--- src/rtl/ysyx_23060236_bpu_pkg.sv ---
// Shared constants for the branch predictor: default geometry, counter
// encodings and PLRU tree sizing helpers.
package ysyx_23060236_bpu_pkg;

   localparam int BPU_ADDR_LEN   = 32;
   localparam int BPU_OFFSET_LEN = 2;
   localparam int BPU_INDEX_LEN  = 2;
   localparam int BPU_WAYS       = 2;
   localparam int BPU_CNT_LEN    = 2;

   // Counter encodings as plain ints; the top casts them to CNT_LEN bits.
   localparam int CNT_MIN = 0;

   function automatic int cnt_weak_taken(int len);
      return 1 << (len - 1);
   endfunction

   function automatic int cnt_max(int len);
      return (1 << len) - 1;
   endfunction

   // A single-way set has no tree, but keeps one unused bit so that
   // vector declarations stay legal.
   function automatic int plru_nodes(int ways);
      return (ways > 1) ? ways - 1 : 1;
   endfunction

   function automatic int way_bits(int ways);
      return (ways > 1) ? $clog2(ways) : 1;
   endfunction

endpackage

--- src/rtl/ysyx_23060236_plru.sv ---
// Tree pseudo-LRU next-state and victim logic for one set. Heap-ordered nodes
// with the root at bit 0; a node bit of 1 points the victim walk right.
module ysyx_23060236_plru
   import ysyx_23060236_bpu_pkg::*;
#(
   parameter int WAYS  = BPU_WAYS,
   parameter int NODES = plru_nodes(WAYS),
   parameter int WAY_W = way_bits(WAYS)
) (
   input  logic [NODES-1:0] tree,
   input  logic [WAY_W-1:0] touch_way,
   output logic [NODES-1:0] next_tree,
   output logic [WAY_W-1:0] victim
);

   if (WAYS == 1) begin : g_single
      logic unused_in;
      assign unused_in = ^{tree, touch_way};
      assign next_tree = tree;
      assign victim    = '0;
   end else begin : g_tree
      localparam int LEVELS = $clog2(WAYS);
      localparam int NW     = LEVELS + 1;

      // Padded to 2*WAYS bits so a LEVELS+1 bit heap index selects it exactly.
      logic [2*WAYS-1:0] ext, next_ext;
      logic [NW-1:0]     node_t, node_v;
      logic              dir;
      logic              unused_hi;

      assign ext = {{(WAYS + 1){1'b0}}, tree};

      always_comb begin
         next_ext = ext;
         node_t   = '0;
         dir      = 1'b0;
         for (int l = 0; l < LEVELS; l++) begin
            dir              = touch_way[LEVELS-1-l];
            next_ext[node_t] = ~dir;
            node_t           = NW'({node_t, 1'b0}) + NW'(1) + NW'(dir);
         end
         victim = '0;
         node_v = '0;
         for (int l = 0; l < LEVELS; l++) begin
            victim[LEVELS-1-l] = ext[node_v];
            node_v             = NW'({node_v, 1'b0}) + NW'(1) + NW'(ext[node_v]);
         end
      end

      assign next_tree = next_ext[NODES-1:0];
      assign unused_hi = ^next_ext[2*WAYS-1:NODES];
   end

endmodule

--- src/rtl/ysyx_23060236_bpu.sv ---
// Set-associative BTB with per-entry saturating direction counters, two
// combinational lookup ports (fetch, execute) and one resolution update port.
module ysyx_23060236_bpu
   import ysyx_23060236_bpu_pkg::*;
#(
   parameter int ADDR_LEN   = BPU_ADDR_LEN,
   parameter int OFFSET_LEN = BPU_OFFSET_LEN,
   parameter int INDEX_LEN  = BPU_INDEX_LEN,
   parameter int WAYS       = BPU_WAYS,
   parameter int CNT_LEN    = BPU_CNT_LEN
) (
   input  logic                clock,
   input  logic                reset,
   input  logic                flush,
   input  logic [ADDR_LEN-1:0] pc_f,
   output logic [ADDR_LEN-1:0] pred_npc_f,
   output logic                pred_taken_f,
   input  logic [ADDR_LEN-1:0] pc_e,
   output logic [ADDR_LEN-1:0] pred_npc_e,
   output logic                pred_taken_e,
   input  logic                upd_valid,
   input  logic [ADDR_LEN-1:0] upd_pc,
   input  logic [ADDR_LEN-1:0] upd_target,
   input  logic                upd_taken
);

   localparam int SETS    = 1 << INDEX_LEN;
   localparam int TAG_LO  = OFFSET_LEN + INDEX_LEN;
   localparam int TAG_LEN = ADDR_LEN - TAG_LO;
   localparam int NODES   = plru_nodes(WAYS);
   localparam int WAY_W   = way_bits(WAYS);

   localparam logic [CNT_LEN-1:0] CNT_WEAK_TAKEN = CNT_LEN'(cnt_weak_taken(CNT_LEN));
   localparam logic [CNT_LEN-1:0] CNT_MAX        = CNT_LEN'(cnt_max(CNT_LEN));
   localparam logic [CNT_LEN-1:0] CNT_ZERO       = CNT_LEN'(CNT_MIN);

   logic [SETS-1:0][WAYS-1:0] valid;
   logic [TAG_LEN-1:0]        tags    [SETS][WAYS];
   logic [ADDR_LEN-1:0]       targets [SETS][WAYS];
   logic [CNT_LEN-1:0]        cnts    [SETS][WAYS];
   logic [NODES-1:0]          plru    [SETS];

   // ---------------- lookup ports: 0 = fetch, 1 = execute ----------------
   logic [ADDR_LEN-1:0] rd_pc    [2];
   logic [ADDR_LEN-1:0] rd_npc   [2];
   logic                rd_taken [2];

   assign rd_pc[0]     = pc_f;
   assign rd_pc[1]     = pc_e;
   assign pred_npc_f   = rd_npc[0];
   assign pred_taken_f = rd_taken[0];
   assign pred_npc_e   = rd_npc[1];
   assign pred_taken_e = rd_taken[1];

   for (genvar p = 0; p < 2; p++) begin : g_rd
      logic [INDEX_LEN-1:0] idx;
      logic [TAG_LEN-1:0]   tag;
      logic                 taken;
      logic [ADDR_LEN-1:0]  tgt;

      assign idx = rd_pc[p][TAG_LO-1:OFFSET_LEN];
      assign tag = rd_pc[p][ADDR_LEN-1:TAG_LO];

      always_comb begin
         taken = 1'b0;
         tgt   = '0;
         for (int w = 0; w < WAYS; w++) begin
            if (valid[idx][w] && tags[idx][w] == tag) begin
               taken = cnts[idx][w][CNT_LEN-1];
               tgt   = targets[idx][w];
            end
         end
      end

      assign rd_taken[p] = taken;
      assign rd_npc[p]   = taken ? tgt : rd_pc[p] + ADDR_LEN'(4);
   end

   // ---------------- update port ----------------
   logic [INDEX_LEN-1:0] u_idx;
   logic [TAG_LEN-1:0]   u_tag;
   logic                 u_hit, any_inv;
   logic [WAY_W-1:0]     hit_way, inv_way, plru_victim, victim, touch_way;
   logic [NODES-1:0]     plru_next;
   logic [CNT_LEN-1:0]   cnt_cur, cnt_next;
   logic                 unused_off;

   assign u_idx      = upd_pc[TAG_LO-1:OFFSET_LEN];
   assign u_tag      = upd_pc[ADDR_LEN-1:TAG_LO];
   assign unused_off = ^upd_pc[OFFSET_LEN-1:0];

   always_comb begin
      u_hit   = 1'b0;
      hit_way = '0;
      for (int w = 0; w < WAYS; w++) begin
         if (valid[u_idx][w] && tags[u_idx][w] == u_tag) begin
            u_hit   = 1'b1;
            hit_way = WAY_W'(w);
         end
      end
      // Scanning downward leaves the lowest-numbered invalid way selected.
      any_inv = 1'b0;
      inv_way = '0;
      for (int w = WAYS - 1; w >= 0; w--) begin
         if (!valid[u_idx][w]) begin
            any_inv = 1'b1;
            inv_way = WAY_W'(w);
         end
      end
   end

   assign victim    = any_inv ? inv_way : plru_victim;
   assign touch_way = u_hit ? hit_way : victim;

   ysyx_23060236_plru #(
      .WAYS  (WAYS),
      .NODES (NODES),
      .WAY_W (WAY_W)
   ) u_plru (
      .tree      (plru[u_idx]),
      .touch_way (touch_way),
      .next_tree (plru_next),
      .victim    (plru_victim)
   );

   always_comb begin
      cnt_cur  = cnts[u_idx][hit_way];
      cnt_next = cnt_cur;
      if (upd_taken) begin
         if (cnt_cur != CNT_MAX) cnt_next = cnt_cur + CNT_LEN'(1);
      end else begin
         if (cnt_cur != CNT_ZERO) cnt_next = cnt_cur - CNT_LEN'(1);
      end
   end

   // Tags, targets and counters carry no reset; valid bits gate them.
   always_ff @(posedge clock) begin
      if (reset) begin
         valid <= '0;
         for (int s = 0; s < SETS; s++) plru[s] <= '0;
      end else if (flush) begin
         valid <= '0;
      end else if (upd_valid) begin
         if (u_hit) begin
            cnts[u_idx][hit_way] <= cnt_next;
            if (upd_taken) targets[u_idx][hit_way] <= upd_target;
            plru[u_idx] <= plru_next;
         end else if (upd_taken) begin
            valid[u_idx][victim]   <= 1'b1;
            tags[u_idx][victim]    <= u_tag;
            targets[u_idx][victim] <= upd_target;
            cnts[u_idx][victim]    <= CNT_WEAK_TAKEN;
            plru[u_idx]            <= plru_next;
         end
      end
   end

endmodule

--- config.mk ---
export PLATFORM = sky130hd
export DESIGN_NAME = ysyx_23060236_bpu
export DESIGN_NICKNAME = d
export VERILOG_FILES = /design/src/rtl/ysyx_23060236_bpu_pkg.sv /design/src/rtl/ysyx_23060236_plru.sv /design/src/rtl/ysyx_23060236_bpu.sv
export SDC_FILE = /design/constraint.sdc
export NUM_CORES = 1
export LEC_CHECK = 0
export CAP_MARGIN = 10
export CORE_MARGIN = 2
export CORE_UTILIZATION = 35
export DETAILED_ROUTE_END_ITERATION = 10
export PLACE_DENSITY = 0.58
export SETUP_SLACK_MARGIN = 0.2
export SLEW_MARGIN = 10
export SYNTH_ARGS = -nofsm -noshare
export SYNTH_HDL_FRONTEND = slang
export SYNTH_SLANG_ARGS = --single-unit
--- constraint.sdc ---
create_clock -name clock -period 6.6 [get_ports clock]
set_input_delay 1.32 -clock clock [delete_from_list [all_inputs] [get_ports clock]]
set_output_delay 1.32 -clock clock [all_outputs]
set_load 0.02 [all_outputs]
# After elaboration in Yosys (flattened, before gate mapping)

Memory sizes are Yosys's and may differ from the RTL's.
Cells that the tools add are included.

$add $sub $neg: 4
Multiply operators: 0
Div/mod/pow operators: 0
Order comparisons: 10
Equality and inequality tests: 7
Shift-type cells: 0
Muxes and demuxes: 138
Bitwise operators: 74
Reduce and logical (&&, ||, !) cells: 14

Operators with widths:

| operator                                                               | count |
|---|---|
| 32-bit two-way mux                                                     | 8 |
| 28-bit == test                                                         | 6 |
| 64-bit two-way mux                                                     | 2 |
| 1-bit two-way mux                                                      | 101 |
| 1-bit OR                                                               | 69 |
| 32-bit by 3-bit adder with 32-bit output (second input constant)       | 2 |
| 32-bit demux with 1-bit select                                         | 2 |
| 56-bit two-way mux                                                     | 1 |
| 28-bit demux with 1-bit select                                         | 1 |
| 28-bit two-way mux                                                     | 1 |
| 2-bit two-way mux                                                      | 13 |
| 2-bit binary-select mux with 2-bit select                              | 3 |
| 1-bit logical AND                                                      | 10 |
| 2-bit by 3-bit < comparator with 1-bit output (second input constant)  | 3 |
| 4-bit two-way mux                                                      | 2 |
| 8-bit OR                                                               | 1 |
| 2-bit demux with 1-bit select                                          | 2 |
| 2-bit demux with 2-bit select                                          | 1 |
| 2-bit >= comparator (second input constant)                            | 2 |
| 2-bit by 1-bit < comparator with 1-bit output (second input constant)  | 2 |
| 1-bit inverter with 2-bit output                                       | 2 |
| 3-bit AND reduction                                                    | 1 |
| 2-bit by 1-bit adder with 2-bit output (second input constant)         | 1 |
| 2-bit by 1-bit >= comparator with 1-bit output (second input constant) | 1 |
| other kinds (9)                                                        | 10 |

Register bits: 8
Latch bits: 0
Bits in writable memories: 500
ROM bits: 0
Input bits: 133
Output and inout port bits: 66
Logic and storage cells: 255
Memories kept: 4

Memories:

| name    | depth | width | read ports | clocked after Yosys merged registers in | write ports | line                    | RTL |
|---|---|---|---|---|---|---|---|
| targets | 4     | 64    | 2          | 0                                       | 1           | ysyx_23060236_bpu.sv:39 | `logic [ADDR_LEN-1:0] targets [SETS][WAYS];` |
| tags    | 4     | 56    | 3          | 0                                       | 1           | ysyx_23060236_bpu.sv:38 | `logic [TAG_LEN-1:0] tags [SETS][WAYS];` |
| cnts    | 4     | 4     | 3          | 0                                       | 1           | ysyx_23060236_bpu.sv:40 | `logic [CNT_LEN-1:0] cnts [SETS][WAYS];` |
| plru    | 4     | 1     | 1          | 0                                       | 4           | ysyx_23060236_bpu.sv:41 | `logic [NODES-1:0] plru [SETS];` |

# Depth between registers and ports, before layout

Depth after elaboration: 13
Gate-level depth with buffers: 14
Depth with buffers taken out: 8

# Cells and area by module

A second synthesis with hierarchy kept.

Cells, all modules: 1873
Area, all modules: 28867.7 sq um

Modules (own cells, without submodules):

| module             | instances | cells an instance | area each (sq um) | sequential area each (sq um) |
|---|---|---|---|---|
| ysyx_23060236_bpu  | 1         | 1871              | 28856.4           | 15174.6 |
| ysyx_23060236_plru | 1         | 2                 | 11.3              | 0.0 |

# Worst setup path after synthesis

Ideal clock, no wire load.

Kind: in2out
Start: input port pc_e[3]
End: output port pred_npc_e[21]
Arrival: 3993 ps
Required time: 5280 ps
Setup slack: 1287 ps
Cell stages on the path: 11
Buffers on the path: 4
Path through: buf_4 > buf_6 > buf_2 > buf_2 > mux4_2 > xor2_1 > nor4_2 > o211ai_2 > a211oi_4 > nor3_1 > nor3_1

Longest elaborated chain between the ends: 6

Ends and longest elaborated chain:

| what                                                                                | line                    | RTL |
|---|---|---|
| start: declaration                                                                  | ysyx_23060236_bpu.sv:18 | `input logic [ADDR_LEN-1:0] pc_e,` |
| memory read 4 x 56 bit or 2-bit binary-select mux with 2-bit select (tied branches) | n/a                     |  |
| 28-bit == test or 2-bit two-way mux (tied branches)                                 | ysyx_23060236_bpu.sv:68 | `if (valid[idx][w] && tags[idx][w] == tag) begin` |
| 1-bit logical AND                                                                   | ysyx_23060236_bpu.sv:68 |  |
| 32-bit two-way mux or 1-bit two-way mux (tied branches) (2 in series)               | ysyx_23060236_bpu.sv:68 |  |
| 32-bit two-way mux *                                                                | ysyx_23060236_bpu.sv:76 | `assign rd_npc[p] = taken ? tgt : rd_pc[p] + ADDR_LEN'(4);` |
| end: declaration                                                                    | ysyx_23060236_bpu.sv:19 | `output logic [ADDR_LEN-1:0] pred_npc_e,` |

Mark *: on every way between the ends. The rest lies on a longest branch, timed or not. The select of a mux whose other input is x is not followed.

# Final worst setup path

Start: input port pc_e[2]
End: output port pred_npc_e[9]

The elaborated chain is that of the path after synthesis.

==> impl_results.md <==
- Status: complete, no violations
- RD Place Congestion: 0.976
- Rows: 105
- Unrepaired setup endpoints after global routing: false
- Skew-Pair Late Insertion Delay: 0.64 ns
- Initial Util: 35.3%
- Top Ports: 199
- Yosys warnings: 0
- Post-synth top area share: 51.9%
- Gate Count Post-Synth: 1824
- Total placed instance area: 0.0331 mm^2
- Switching power: 1.93 mW
- Share of the yosys chip area belonging to registers: 52.5%
- Total CTS buffers: 56
- Post-synth cell types: 75
- DR DRC count: 0
- GRT Overall Usage: 24.5%
- Hold WC Path Type: reg2reg
- Mean Syn Cell Area: 15.9 um^2
- Final cycle utilization of the critical path: 96.6%
- Compound-Gate Fraction of Synth Area: 3.97%
- Crit path launch type: input pin
- Critical path required time: 5.28 ns
- Global-route wire length before repair: 148000 um
- PortBufs: 196
- Clock skew after layout: 0.0336 ns
- Cts hold-fix bufs: 0
- Design area: 0.0350 mm^2
- FF+latch count, synth: 508
- CP Capture Type: primary output
- Clock network power share: 39.9%
- Simple-Gate Fraction of Synth Area: 5.80%
- Final hold violation count: 0
- Max-slew violation count: 0
- Post-synth EDFFs: 500
- Share of cells above drive strength 1: 26.6%
- Total number of clock tree sinks: 508
- Die Span X: 291 um
- Combinational group share of total power: 13.5%
- Post-synthesis cell area: 0.0289 mm^2
- Wirelength per Cell: 32.8 um
- Most common cell after layout, fill and taps aside: edfxtp_1
- # H-tree levels: 2
- Clk root buf: clkbuf_16
- CTS tree: done
- Die area: 0.0850 mm^2
- Core Box Area: 0.0820 mm^2
- Most frequent cells in the layout: edfxtp_1, mux4_2, mux2i_1
- Die H: 291 um
- VDD IR-drop max: 0.172 mV
- WL final: 106000 um
- Fin util: 42.7%
- Synth async-reset ratio: 0%
- Power density cells: 218 mW/mm^2
- Synth Net Count: 1959
- Internal power: 5.70 mW
- Crit path time final: 6.37 ns
- Largest net degree at the start of global routing: 51
- Clock Tree Buf Depth: 3
- Vias per cell: 6.08
- HPWL after detailed placement: 76300 um
- First-pass DRT Iterations: 5
- Power Total: 7.63 mW
- Adder-cell share of the synthesized area: 0.225%
- Fmax achieved: 0.157 GHz
- Max-Cap Viols: 0
- Critical path fanouts, max: 25
- Worst-margin pin slew: 1.03 ns
- Antenna violations before repair: 9
- Switch share: 25.3%
- Post-Synth XOR/XNOR Area: 6.54%
- LEAKAGE: 11.5 nW
- Kind of critical path: in2out
- Sequential share of power: 46.6%
- Largest area contributor in the netlist: edfxtp_1
- Arr. time, crit path: 5.05 ns
- Total gr overflow: 0
- Initial DRC count: 2154
- CTS clk-pin slew, worst paths: 0.05 ns
- Top cells by area, synth: edfxtp_1, mux4_2, mux2i_1
- Area growth from synthesis to layout: 21.1%
- Vias in the first global route: 19700
- Slew headroom: 30.6%
- Ys flop type: edfxtp_1
- Final setup violation count: 0
- Final antenna-violating net count: 0
- Multiplexer share of the synthesized area: 27.8%
- NumNets Final: 2249
- Via count: 19600
- Largest family of logic cells by synthesized area: multiplexers
==> per-stage QoR <==
stage	worst slack, ns	hold WS [ns]	TNS, ns	instances
floorplan	1.29	0.441	0	1824
global placement	-0.192	0.463	-0.844	3122
detailed placement	-0.209	0.491	-1.40	3122
CTS	0.204	0.502	0	3221
global route	0.203	0.519	0	3225
finish	0.227	0.503	0	3227
==> path summary, 6_finish.rpt <==
check	from	end	slack [ns]	depth (start not counted)
hold / removal	valid[2]	valid[2]	0.50	2
hold reg to reg	valid[2]	valid[2]	0.50	2
setup reg to reg	tags[3][54]	targets[3][42]	2.41	8
setup / recovery	pc_e[2]	pred_npc_e[9]	0.23	13
==> sequential cells by signal (all words and copies together), names as in the netlist <==
register,flops
cnts,16
tags,224
valid,8
plru,4
targets,256
==> power groups by stage <==
| stage | Combinational (mW) | Sequential (mW) | Clock [mW] |
|---|---|---|---|
| floorplan | 0.539 | 3.63 | 0 |
| global placement | 1.01 | 3.63 | 0 |
| detailed placement | 1.01 | 3.63 | 0 |
| CTS | 1.02 | 3.56 | 3.08 |
| global route | 1.07 | 3.56 | 3.19 |
| finish | 1.03 | 3.56 | 3.04 |
==> synthesized netlist by cell type, types with 30 or more instances <==
cell      number
nor2_1        47
mux2i_1      184
edfxtp_1     500
nand4_1       45
xnor2_1      154
inv_1         33
xor2_1        62
nand3_1       38
and2_1        30
buf_2         40
mux4_2       255
clkbuf_1      57
nand2_1       53
a21oi_1       39
==> critical path: stages <==
cell and delay, ns:
buf_16 0.21, buf_12 0.23, mux4_1 0.63, a2bb2oi_2 0.21, and4_1 0.21, nand4_1 0.18, a2111oi_4 0.33, buf_4 0.24
and2_4 0.21, bufbuf_16 0.32, o22ai_1 0.10, a21oi_1 0.15, clkdlybuf4s50_1 0.63
==> cell families (layout without fill, tap and decap cells) <==
kind of cell / count (synthesis) / after routing
other: 0 / 3
AOI/OAI and AO/OA: 155 / 155
xor gates and xnor gates: 216 / 216
and+or+nand+nor: 303 / 303
muxes: 463 / 463
DFF: 508 / 508
adders and majority gates: 6 / 6
buffers and inverters: 173 / 503
==> cell type report <==
cell class                      count  area, um^2
Tap cell                         1070        1340
Inverter                           36         136
Clock inverter                     33         300
Timing Repair Buffer              369        3640
Sequential cell                   508       15200
Multi-Input combinational cell   1143       13000
Clock buffer                       65        1440
Fill cell                        7421       47000
Antenna cell                        3        7.51
==> routing by layer <==
metal	part of all wire (%)	vias up	GRT usage, %	wire (um)
met5	0.061	-	0	65
met4	3.3	10	7.97	3450
met3	8.2	150	4.34	8670
met2	47	985	39.3	49800
met1	42	10400	33.7	44000
li1	-	8023	-	-
==> timing repair <==
item | CTS | global route
pin swaps | 2 | 4
gates cloned | 1 | 1
gates resized for setup | 31 | 16
buffers inserted | 0 | 2
endpoints found under the setup margin | 39 | 32
No activity file was read; power rests on OpenSTA's default activity.
